===== src/rtl/ccd_exp_ctrl.sv =====
// Exposure execution controller: XSUB charge-clear pulse, then an exposure window of
// L whole lines plus P pixel clocks, ending in a one-cycle readout request.
module ccd_exp_ctrl #(
    parameter int REG_WD        = 16,
    parameter int SUB_PULSE_PIX = 64
) (
    input  logic              pixclk,
    input  logic              reset,
    input  logic              i_exposure_start,
    input  logic              i_hend,
    input  logic              i_triggersel_m,
    input  logic              i_strobe_en,
    input  logic [REG_WD-1:0] iv_exp_lines,
    input  logic [REG_WD-1:0] iv_exp_pix,
    output logic              o_xsub,
    output logic              o_exposing,
    output logic              o_strobe,
    output logic              o_readout_req,
    output logic              o_busy,
    output logic              o_overrun,
    output logic [1:0]        dbg_state
);

    localparam int SUB_W = (SUB_PULSE_PIX > 1) ? $clog2(SUB_PULSE_PIX) : 1;
    localparam logic [SUB_W-1:0] SUB_LAST = SUB_W'(SUB_PULSE_PIX - 1);

    typedef enum logic [1:0] {
        IDLE   = 2'd0,
        SUB    = 2'd1,
        EXPOSE = 2'd2,
        DONE   = 2'd3
    } state_t;

    state_t            state, state_nx;
    logic [SUB_W-1:0]  sub_cnt, sub_cnt_nx;
    logic [REG_WD-1:0] lc, lc_nx, pc, pc_nx;
    logic [REG_WD-1:0] lines_sh, lines_sh_nx, pix_sh, pix_sh_nx;
    logic              trig_q;
    logic              abort;
    logic              xsub_nx, exposing_nx, strobe_nx, readout_nx, busy_nx, overrun_nx;

    // Any change of acquisition mode relative to last cycle cancels the exposure.
    assign abort     = i_triggersel_m ^ trig_q;
    assign dbg_state = state;

    always_comb begin
        state_nx    = state;
        sub_cnt_nx  = sub_cnt;
        lc_nx       = lc;
        pc_nx       = pc;
        lines_sh_nx = lines_sh;
        pix_sh_nx   = pix_sh;
        overrun_nx  = 1'b0;

        if (abort) begin
            state_nx = IDLE;
        end else begin
            case (state)
                IDLE: begin
                    if (i_exposure_start) begin
                        lines_sh_nx = iv_exp_lines;
                        pix_sh_nx   = iv_exp_pix;
                        sub_cnt_nx  = '0;
                        lc_nx       = '0;
                        pc_nx       = '0;
                        state_nx    = SUB;
                    end
                end
                SUB: begin
                    overrun_nx = i_exposure_start;
                    if (sub_cnt == SUB_LAST) state_nx = EXPOSE;
                    else                     sub_cnt_nx = sub_cnt + 1'b1;
                end
                EXPOSE: begin
                    overrun_nx = i_exposure_start;
                    // Line phase first; the pixel counter only runs once all lines are seen.
                    if (lc != lines_sh) begin
                        if (i_hend) lc_nx = lc + 1'b1;
                    end else if (pc == pix_sh) begin
                        state_nx = DONE;
                    end else begin
                        pc_nx = pc + 1'b1;
                    end
                end
                DONE: begin
                    overrun_nx = i_exposure_start;
                    state_nx   = IDLE;
                end
                default: state_nx = IDLE;
            endcase
        end

        xsub_nx     = (state_nx == SUB);
        exposing_nx = (state_nx == EXPOSE);
        readout_nx  = (state_nx == DONE);
        busy_nx     = (state_nx != IDLE);
        strobe_nx   = !abort && o_exposing && i_strobe_en;
    end

    always_ff @(posedge pixclk or posedge reset) begin
        if (reset) begin
            state         <= IDLE;
            sub_cnt       <= '0;
            lc            <= '0;
            pc            <= '0;
            lines_sh      <= '0;
            pix_sh        <= '0;
            trig_q        <= 1'b0;
            o_xsub        <= 1'b0;
            o_exposing    <= 1'b0;
            o_strobe      <= 1'b0;
            o_readout_req <= 1'b0;
            o_busy        <= 1'b0;
            o_overrun     <= 1'b0;
        end else begin
            state         <= state_nx;
            sub_cnt       <= sub_cnt_nx;
            lc            <= lc_nx;
            pc            <= pc_nx;
            lines_sh      <= lines_sh_nx;
            pix_sh        <= pix_sh_nx;
            trig_q        <= i_triggersel_m;
            o_xsub        <= xsub_nx;
            o_exposing    <= exposing_nx;
            o_strobe      <= strobe_nx;
            o_readout_req <= readout_nx;
            o_busy        <= busy_nx;
            o_overrun     <= overrun_nx;
        end
    end

endmodule


===== config.mk =====
export PLATFORM = sky130hd
export DESIGN_NAME = ccd_exp_ctrl
export DESIGN_NICKNAME = d
export VERILOG_FILES = /design/src/rtl/ccd_exp_ctrl.sv
export SDC_FILE = /design/constraint.sdc
export NUM_CORES = 1
export LEC_CHECK = 0
export BUFFER_PORTS_ARGS = -buffer_cell sky130_fd_sc_hd__buf_2
export CELL_PAD_IN_SITES_DETAIL_PLACEMENT = 1
export CELL_PAD_IN_SITES_GLOBAL_PLACEMENT = 2
export CORE_MARGIN = 4
export CORE_UTILIZATION = 30
export DETAILED_ROUTE_END_ITERATION = 8
export GPL_ROUTABILITY_DRIVEN = 0
export PLACE_DENSITY_LB_ADDON = 0.15
export SLEW_MARGIN = 10
export SYNTH_ARGS = -nofsm -noshare
export SYNTH_HDL_FRONTEND = slang
export SYNTH_SLANG_ARGS = --single-unit

===== constraint.sdc =====
create_clock -name pixclk -period 3.7 [get_ports pixclk]
set_clock_uncertainty 0.05 [all_clocks]
set_input_delay 0.74 -clock pixclk [delete_from_list [all_inputs] [get_ports pixclk]]
set_output_delay 0.74 -clock pixclk [all_outputs]
set_load 0.03 [all_outputs]

# Yosys cells after proc, flatten, opt, wreduce, memory -nomap -nowiden

Index checks and enable logic that the tools add are counted.
W data, S select, Z words.

Register bits after elaboration: 79
Latch bits: 0
RAM bits: 0
ROM bits: 0
Input port bits: 38
Output and inout port bits: 8
Word-level logic and storage cells: 63
Memories kept: 0

$add $sub $neg: 3
Multipliers: 0
Div/mod/pow operators: 0
$lt $le $gt $ge: 0
Eq/ne operators: 15
Shift-type cells: 0
Muxes and demuxes: 18
Bitwise gates (word level): 2
Reductions and logical operators: 12

Operator list:

| operator                | number |
|---|---|
| $mux W16                | 5 |
| $pmux W16 S2            | 2 |
| $add A16 B1 Y16 const B | 2 |
| $eq A16 B16 Y1          | 1 |
| $ne A16 B16 Y1          | 1 |
| $mux W6                 | 2 |
| $ne A2 B2 Y1 const B    | 6 |
| $pmux W6 S2             | 1 |
| $mux W2                 | 5 |
| $reduce_and A5 Y1       | 2 |
| $eq A2 B2 Y1 const B    | 4 |
| $pmux W2 S4             | 1 |
| $add A6 B1 Y6 const B   | 1 |
| $eq A6 B6 Y1 const B    | 1 |
| $reduce_bool A2 Y1      | 3 |
| $eq A2 B1 Y1 const B    | 2 |
| $reduce_and A4 Y1       | 1 |
| $reduce_and A3 Y1       | 1 |
| $reduce_or A3 Y1        | 1 |
| $logic_and A1 B1 Y1     | 2 |
| $logic_not A2 Y1        | 1 |
| $mux W1                 | 2 |
| $logic_not A1 Y1        | 1 |
| $not A1 Y1              | 1 |
| $xor A1 B1 Y1           | 1 |

# Depth between registers and ports, before layout

Gate-level depths: netlist of the first run.

Depth in word-level cells: 6
Depth in mapped cells: 8

# Worst setup path after synthesis of the first run

No wires, ideal clock.

Kind: input port to flip-flop
Start: input i_triggersel_m
End: register lc[15]
Data arrival time: 2.245 ns
Required time: 3.572 ns
Path slack: 1.327 ns
Cell stages on the path: 7
Buffers on the path: 1
Path through: xnor2_2 -> nand2_1 -> nor3_2 -> a31oi_2 -> buf_2 -> or4_1 -> a21oi_1

Word-level cells in the longest chain between the ends: 3

RTL lines:

| what                        | line | RTL |
|---|---|---|
| start, declared             | 11   | `input logic i_triggersel_m,` |
| $xor A1 B1 Y1               | 43   | `assign abort = i_triggersel_m ^ trig_q;` |
| $not A1 Y1 (no line)        | --   |  |
| $reduce_and A5 Y1 (no line) | --   |  |
| end signal, assigned        | 118  | `lc <= lc_nx;` |
| end, declared               | 36   | `logic [REG_WD-1:0] lc, lc_nx, pc, pc_nx;` |

Every way passes these cells.
A chain may end at the register's enable or synchronous reset.

# Worst setup path after layout of the first run

Start: register pc[5]
End: register pc[0]

Word-level cells in the longest chain between the ends: 3

RTL lines:

| what                        | line | RTL |
|---|---|---|
| start, declared             | 36   |  |
| start signal, assigned      | 119  | `pc <= pc_nx;` |
| $eq A16 B16 Y1              | 79   | `end else if (pc == pix_sh) begin` |
| $ne A2 B2 Y1 (no line)      | --   |  |
| $reduce_and A5 Y1 (no line) | --   |  |

Every way passes these cells.

==> flow_summary.yaml, run 1 <==
status:
  status: "finished, final reports clean"
timing:
  slew_viol_final: 0
  tightest_slew_ps: 751.3
  finalCriticalPeriod_ps: 2619
  hold_viol: 0
  relSlewSlack_pct: 49.86
  tns_ps: 0
  holdWs_ps: 442.6
  post-route-period-util_pct: 70.79
  rsz0062_at_grt: "no"
  finalSetupViolCount: 0
  max_freq_ghz: 0.3818
floorplanning:
  die_w_um: 123.0
  ioPinCount: 46
  start_util_pct: 31.05
  dieArea_mm2: 0.01512
  die_h_um: 123.0
  fp.coreArea_mm2: 0.01277
  rows: 41
finish:
  instances_no_fill: 640
  nNetsFinal: 504
  syn_to_final_growth_pct: 17.79
  n_antenna_cell: 0
  drive_gt1_share_pct: 16.45
synth:
  synthesis.area_mm2: 0.003966
  synth_top_area_share_pct: 49.84
  yosys.cell_types.count: 40
  syn_area_per_cell_um2: 9.377
  synth_fp_nets: 464
  ys_seq_area_share_pct: 49.84
  synth_edf_count: 0
  synthArstFlopShare_pct: 100.0
  yosysTopAreaCell: "dfrtp_1"
  ys.flop_type: "dfrtp_1"
  netlist_instances: 423
  ys_warn_count: 0
  synth.area.top_cells: "dfrtp_1, nand2_1, xor2_1, o31ai_1, or4_1"
  ys_ff_latch: 79
clocking:
  cts_buffer_depth: 2
  cts.sinks: 79
  path_clk_slew_ps: 60
  cts_buffers: 9
  cts_resized: 0
  post-cts-setup-buffers: 0
  h-tree-depth: 3
  root_buffer: "clkbuf_16"
  cts_tree: "done"
  clkLatencyLatePin_ps: 340
  cts_hold_buf: 0
worst_setup_path:
  reg2reg_from: "pc[5]"
  path_max_fanout: 28
  critical_path_class: "reg2reg"
  r2r_slack_ps: 1080
  crit_required_ps: 3880
  endpoint_kind: "register"
  crit_arrival_ps: 2800
  timing.rr.end: "pc[0]"
  startpoint: "pc[5]"
  r2r_cells: 6
  cp-start-kind: "register"
route:
  dr.pass1.iters: 4
  vias: 3191
  ant_nets: 0
  wire_per_inst_um: 15.78
  drc: 0
  drt_wl_total_mm: 10.10
  drt_iter0_drc: 146
  vias_per_cell: 4.986
global_routing:
  antenna_found_initial: 1
  grt_pass1_vias: 3302
  grt_overflow: 0
  grt_max_degree: 64
  grt.total_usage_pct: 14.35
  grt_pass1_wl_mm: 16.75
min_path:
  hold_path_class: "reg2reg"
  hold-path-endpoint: "lines_sh[14]"
  hold_depth: 2
  hp-start: "lines_sh[14]"
pwr:
  ir_drop_mv: 0.2949
  power.leakage_nw: 2.245
  power_density_mw_per_mm2: 488.7
placed_design:
  place_inst: 624
  hpwl_mm: 6.837
  portBuffers: 45
flow_run:
  drv_cap: 0
synth_stat cells (all sizes together), types with 8 or more instances:
cell type,instances
clkbuf,12
dfrtp,79
nand3,15
nand2,113
a21oi,28
buf,8
xor2,36
nor4,9
or4,23
o31ai,25
nor2,12
inv,10
nand4,9
layout by cell type, fill, tap and decap left out, types with 5 or more instances in the layout:
| cell | instances |
|---|---|
| and3_1 | 6 |
| o31ai_1 | 25 |
| nand4_1 | 9 |
| nor4_1 | 6 |
| buf_2 | 45 |
| xor2_1 | 36 |
| a21oi_1 | 27 |
| nand2b_1 | 5 |
| o21ai_0 | 5 |
| clkbuf_16 | 9 |
| inv_1 | 9 |
| or4_1 | 23 |
| nand3_1 | 15 |
| nand2_1 | 113 |
| dfrtp_1 | 79 |
| nor2_1 | 12 |
worst max-delay path by stage:
stage | slack (ps) | end | cells past startpoint
finish | 1080 | pc[0] | 6
global route | 850 | pc[0] | 6
CTS | 960 | pc[0] | 6
detailed placement | 930 | lc[9] | 8
global placement | 1050 | pc[0] | 6
floorplan | 890 | dbg_state[0] | 1
power by group:
part           total [mW]  switching, mW  internal, mW  leakage [nW]
clock               0.935          0.359         0.576         0.156
sequential           1.04         0.0750         0.960          1.05
combinational       0.313          0.192         0.122          1.04
per-stage QoR:
step / cell area (um2) / power (mW) / utilization, % / setup slack, ps
after floorplan: 3966 / 1.266 / - / 886.6
after global placement: 4362 / 1.366 / 34.15 / 1047
after detailed placement: 4362 / 1.377 / 34.15 / 925.6
after CTS: 4672 / 2.323 / 36.58 / 961.2
after global routing: 4672 / 2.409 / 36.58 / 851.5
final: 4672 / 2.283 / 36.58 / 1081
per-layer routing:
metal / routed length (um) / share of wire (%) / GRT usage (%)
met4: 191 / 1.9 / 6.021
met2: 4493 / 45 / 21.56
met5: 7 / 0.069 / 0
met1: 4925 / 49 / 19.98
met3: 478 / 4.7 / 3.202
critical path, stage by stage, from the launching register on:
cell	delay (ps)
dfrtp_1	460
xor2_1	200
nor4_1	400
nand4_1	350
a21oi_4	640
nor2_1	120
mux2_2	290
cell type report:
cell class / instances / area (um2)
Timing Repair Buffer: 49 / 267.8
Sequential cell: 79 / 1977
Clock inverter: 3 / 40.04
Tap cell: 172 / 215.2
Multi-Input combinational cell: 314 / 1863
Inverter: 10 / 38.79
Fill cell: 1493 / 8102
Clock buffer: 13 / 270.3
registers in the layout, indices dropped and copies added, names as in the netlist, 2 cells and up:
register and count:
pix_sh 16, lines_sh 16, lc 16, dbg_state 2
pc 16, sub_cnt 6
logic make-up (layout without fill, tap and decap cells):
family | count (synthesis) | in the layout | share of synthesized area [%]
simple gates | 208 | 208 | 26.40
flops | 79 | 79 | 49.84
compound gates | 62 | 62 | 10.06
xor+xnor | 37 | 37 | 8.360
buf+inv | 30 | 75 | 3.344
mux | 4 | 4 | 1.041
fa+ha+maj | 3 | 3 | 0.9465
No activity file was read; power rests on OpenSTA's default activity.
==> run 2, diff against run 1 <==
Clock period 3.7 ns to 2.7 ns, I/O delays scaled along.
==> run 2 against run 1 <==
Effect of this change:
- utilization increased by 0.39 points
- largest cell class unchanged
- highest routed layer is now met4
- worst hold slack got worse by 270 ps
- non-clock buffer count increased by 8
- count of clock-buffer cells in the layout decreased by 2
- largest power group unchanged
- critical endpoint is now pc[7]
- sequential power increased by 37%
- cell count increased by 0.94%
- worst setup slack got worse by 870 ps
- via count increased by 0.91%
- flip-flop and latch count unchanged
- combinational power increased by 40%
- first-iteration DRC count decreased by 25%
- power increased by 34%
==> flow_summary.yaml, run 2 (same netlist as run 1, synthesis figures left out) <==
status:
  status: "finished, final reports clean"
clocking:
  cts_buffers: 9
  cts_buffer_depth: 2
  cts_resized: 0
  root_buffer: "clkbuf_16"
  post-cts-setup-buffers: 0
  cts_tree: "done"
  cts_hold_buf: 0
  h-tree-depth: 3
  cts.sinks: 79
  path_clk_slew_ps: 60
  clkLatencyLatePin_ps: 340
route:
  dr.pass1.iters: 4
  wire_per_inst_um: 15.88
  drt_wl_total_mm: 10.26
  vias_per_cell: 4.985
  ant_nets: 0
  drt_iter0_drc: 110
  vias: 3220
  drc: 0
floorplanning:
  start_util_pct: 31.05
  die_h_um: 123.0
  rows: 41
  die_w_um: 123.0
  ioPinCount: 46
  dieArea_mm2: 0.01512
  fp.coreArea_mm2: 0.01277
timing:
  finalCriticalPeriod_ps: 2485
  post-route-period-util_pct: 92.05
  max_freq_ghz: 0.4024
  finalSetupViolCount: 0
  rsz0062_at_grt: "no"
  slew_viol_final: 0
  tns_ps: 0
  tightest_slew_ps: 704.1
  relSlewSlack_pct: 53.06
  hold_viol: 0
flow_run:
  drv_cap: 0
global_routing:
  grt_overflow: 0
  antenna_found_initial: 0
  grt_pass1_vias: 3401
  grt_pass1_wl_mm: 17.15
  grt_max_degree: 64
  grt.total_usage_pct: 14.67
worst_setup_path:
  crit_arrival_ps: 2690
  endpoint_kind: "register"
  startpoint: "lc[11]"
  cp-start-kind: "register"
  r2r_slack_ps: 210
  critical_path_class: "reg2reg"
  reg2reg_from: "lc[11]"
  crit_required_ps: 2910
  path_max_fanout: 11
pwr:
  total_power_mw: 3.068
  power_density_mw_per_mm2: 649.8
  power.leakage_nw: 2.268
  ir_drop_mv: 0.3400
placed_design:
  place_inst: 632
  place_area_mm2: 0.004434
  hpwl_mm: 6.987
  portBuffers: 45
min_path:
  hold_path_class: "in2async"
finish:
  nNetsFinal: 512
  instances_no_fill: 646
  drive_gt1_share_pct: 17.51
  fin_area_mm2: 0.004722
  n_antenna_cell: 0
  mostFrequentLayoutCells: "nand2_1, dfrtp_1, buf_2"
  final_common_cell: "nand2_1"
  fillCellCount: 1493
  fin_util_pct: 36.97
  syn_to_final_growth_pct: 19.05
-- run 2: cell count changes in the layout (fill, tap and decap cells not counted), sizes merged --
cell / delta
clkbuf: -2
clkinvlp: +2
buf: +8
clkinv: -2
-- run 2: path summary, 6_finish.rpt --
check	end	cells past startpoint
worst max-delay path	pc[7]	7
worst min-delay path	lc[13]	2
worst max register to register	pc[7]	7
worst min register to register	lines_sh[10]	2
max in group asynchronous	sub_cnt[3]	3
min in group pixclk	trig_q	1
-- run 2: final cells by class --
class	instances	area [um2]	area share (%)
clock buffer	11	242.7	5.140
clock inverter	3	45.04	0.9539
inverter	10	38.79	0.8214
multi-input combinational	314	1863	39.45
sequential	79	1977	41.87
tap	172	215.2	4.557
timing repair buffer	57	340.3	7.207
-- run 2: critical path, stage by stage, from the launching register on --
cell,delay [ps]
dfrtp_1,420
xor2_1,160
nor4_1,480
and4_4,320
a21oi_4,110
buf_4,190
or4_1,510
a21oi_1,170
-- run 2: where the power goes --
part	total, mW	internal [mW]	switching [mW]
combinational	0.437	0.173	0.265
clock	1.21	0.731	0.480
sequential	1.42	1.32	0.103
-- run 2: metrics by stage --
stage | setup WS, ps | hold WS (ps)
3_3_place_gp | 174.1 | 433.3
4_1_cts | 146.6 | 181.3
3_5_place_dp | 132.2 | 432.6
2_1_floorplan | 86.62 | 415.2
5_1_grt | 48.60 | 210.3
6_report | 214.7 | 170.0
-- run 2: layer usage --
| metal | share of wire, % | vias up | GRT usage, % | wire [um] |
|---|---|---|---|---|
| met5 | 0 | - | 0 | 0 |
| met4 | 1.0 | 0 | 4.498 | 107 |
| met3 | 4.3 | 7 | 4.849 | 446 |
| met2 | 46 | 45 | 22.92 | 4684 |
| met1 | 49 | 1599 | 19.37 | 5022 |
| li1 | - | 1569 | - | - |
==> run 3, diff against run 2 <==
Clock period 2.7 ns to 2.1 ns, I/O delays scaled along.
==> run 3 against run 2 <==
Effect of this change:
- the run now ends with setup timing left
- sequential share of layout area fell by 6.1 points
- utilization rose by 6.3 points
- maximum frequency rose by 8.2%
- highest routed layer unchanged
- clock power rose by 40%
- count of clock-buffer cells in the layout did not move
==> flow_summary.yaml, run 3 (same netlist as run 1, synthesis figures left out) <==
finish:
  fin_util_pct: 43.25
  mostFrequentLayoutCells: "nand2_1, dfrtp_1, buf_4"
  final_common_cell: "nand2_1"
  drive_gt1_share_pct: 33.89
  nNetsFinal: 580
  instances_no_fill: 715
  n_antenna_cell: 0
  syn_to_final_growth_pct: 39.27
min_path:
  hold_path_class: "in2async"
status:
  violations: "setup timing"
  status: "finished with violations"
placed_design:
  preCtsSetupSlack_ps: -286.1
  hpwl_mm: 7.475
  place_inst: 686
  portBuffers: 45
worst_setup_path:
  crit_arrival_ps: 2520
  endpoint_kind: "register"
  cp-start-kind: "register"
  crit_required_ps: 2320
  critical_path_class: "reg2reg"
  path_max_fanout: 8
  r2r_slack_ps: -200
  slowest_delay_ps: 510
  crit_chain: "xor2_1, nor4_1, buf_4, and4_4, a21oi_4, buf_12, or4_4, a21oi_2"
  critPathSlowestCell: "or4_4"
global_routing:
  grt_max_degree: 64
  antenna_found_initial: 0
  grt.total_usage_pct: 15.46
  grt_pass1_vias: 3627
  grt_pass1_wl_mm: 18.14
  grt_overflow: 0
timing:
  hold_viol: 0
  finalSetupViolCount: 33
  finalCriticalPeriod_ps: 2297
  post-route-period-util_pct: 109.4
  max_freq_ghz: 0.4353
  fin_ws_ps: -197.1
  tightest_slew_ps: 580.0
  slew_viol_final: 0
  relSlewSlack_pct: 61.22
  rsz0062_at_grt: "yes"
route:
  drc: 0
  vias: 3496
  wire_per_inst_um: 15.37
  drt_iter0_drc: 96
  dr_wl_met3_um: 329
  routed.top_layer: "met4"
  dr_wl_met2_mm: 5.014
  drt_wl_total_mm: 10.99
  vias_per_cell: 4.890
  drt-met1-wl_mm: 5.426
  dr.pass1.iters: 4
  ant_nets: 0
clocking:
  h-tree-depth: 3
  root_buffer: "clkbuf_16"
  cts_buffers: 9
  cts.sinks: 79
  cts_tree: "done"
  clkLatencyLatePin_ps: 340
  path_clk_slew_ps: 60
  cts_buffer_depth: 2
floorplanning:
  die_h_um: 123.0
  start_util_pct: 31.05
  dieArea_mm2: 0.01512
  ioPinCount: 46
  rows: 41
  die_w_um: 123.0
  fp.coreArea_mm2: 0.01277
pwr:
  power_density_mw_per_mm2: 765.9
  power.leakage_nw: 2.715
  ir_drop_mv: 0.3344
flow_run:
  drv_cap: 0
run 3: cell types whose count changed in the layout (fill, tap and decap cells not counted), sizes merged:
cell / previous run / this run
bufinv: 1 / 2
clkinvlp: 2 / 1
buf: 57 / 124
clkbuf: 11 / 12
clkinv: 1 / 2
run 3: per-layer routing:
| metal | vias to the layer above | track usage (%) |
|---|---|---|
| li1 | 1709 | - |
| met1 | 1731 | 21.43 |
| met2 | 42 | 23.10 |
| met3 | 14 | 3.568 |
| met4 | 0 | 6.782 |
| met5 | - | 0 |
run 3: through the flow:
stage | power (mW) | setup TNS [ps] | instance area [um2] | hold slack [ps]
detailed placement | 2.507 | -4096 | 4897 | 432.7
finish | 4.231 | -3326 | 5524 | 54.98
global route | 4.462 | -8723 | 5524 | 79.00
CTS | 4.241 | -3652 | 5331 | 63.84
global placement | 2.486 | -2789 | 4897 | 430.3
floorplan | 2.232 | 0 | 3975 | 401.4
run 3: power breakdown:
part | total [mW] | internal, mW | switching (mW)
clock network | 1.70 | 1.06 | 0.632
registers | 1.82 | 1.69 | 0.129
logic | 0.714 | 0.325 | 0.389
total | 4.23 | 3.08 | 1.15
run 3: what timing repair did:
action,in CTS,in global routing
setup endpoints to repair,34,36
setup buffers,7,6
hold buffers,0,0
gates resized for setup,20,29
cloned,0,2
pin swaps,26,18
run 3: layout make-up:
class,instances,area (um2)
Inverter,10,41.29
Fill cell,1460,7249
Clock buffer,11,242.7
Timing Repair Buffer,125,959.7
Tap cell,172,215.2
Sequential cell,79,1977
Multi-Input combinational cell,314,2018
Clock inverter,4,70.07
run 3: final timing paths:
kind                                startpoint           end  cells after the start
max in group asynchronous                reset  dbg_state[1]                      3
worst min register to register     lines_sh[0]   lines_sh[0]                      2
worst max register to register          lc[11]        pc[15]                      8
worst max-delay path                    lc[11]        pc[15]                      8
worst min-delay path                     reset         pc[3]                      2
min in group pixclk             i_triggersel_m        trig_q                      1
run 3: worst max-delay path: cells and delay by family, from the launching register on:
family / cells / cell delay [ps]
and+or+nand+nor: 3 / 1050
AOI/OAI and AO/OA: 2 / 250
buffers and inverters: 2 / 300
xor gates and xnor gates: 1 / 150
DFF: 1 / 410
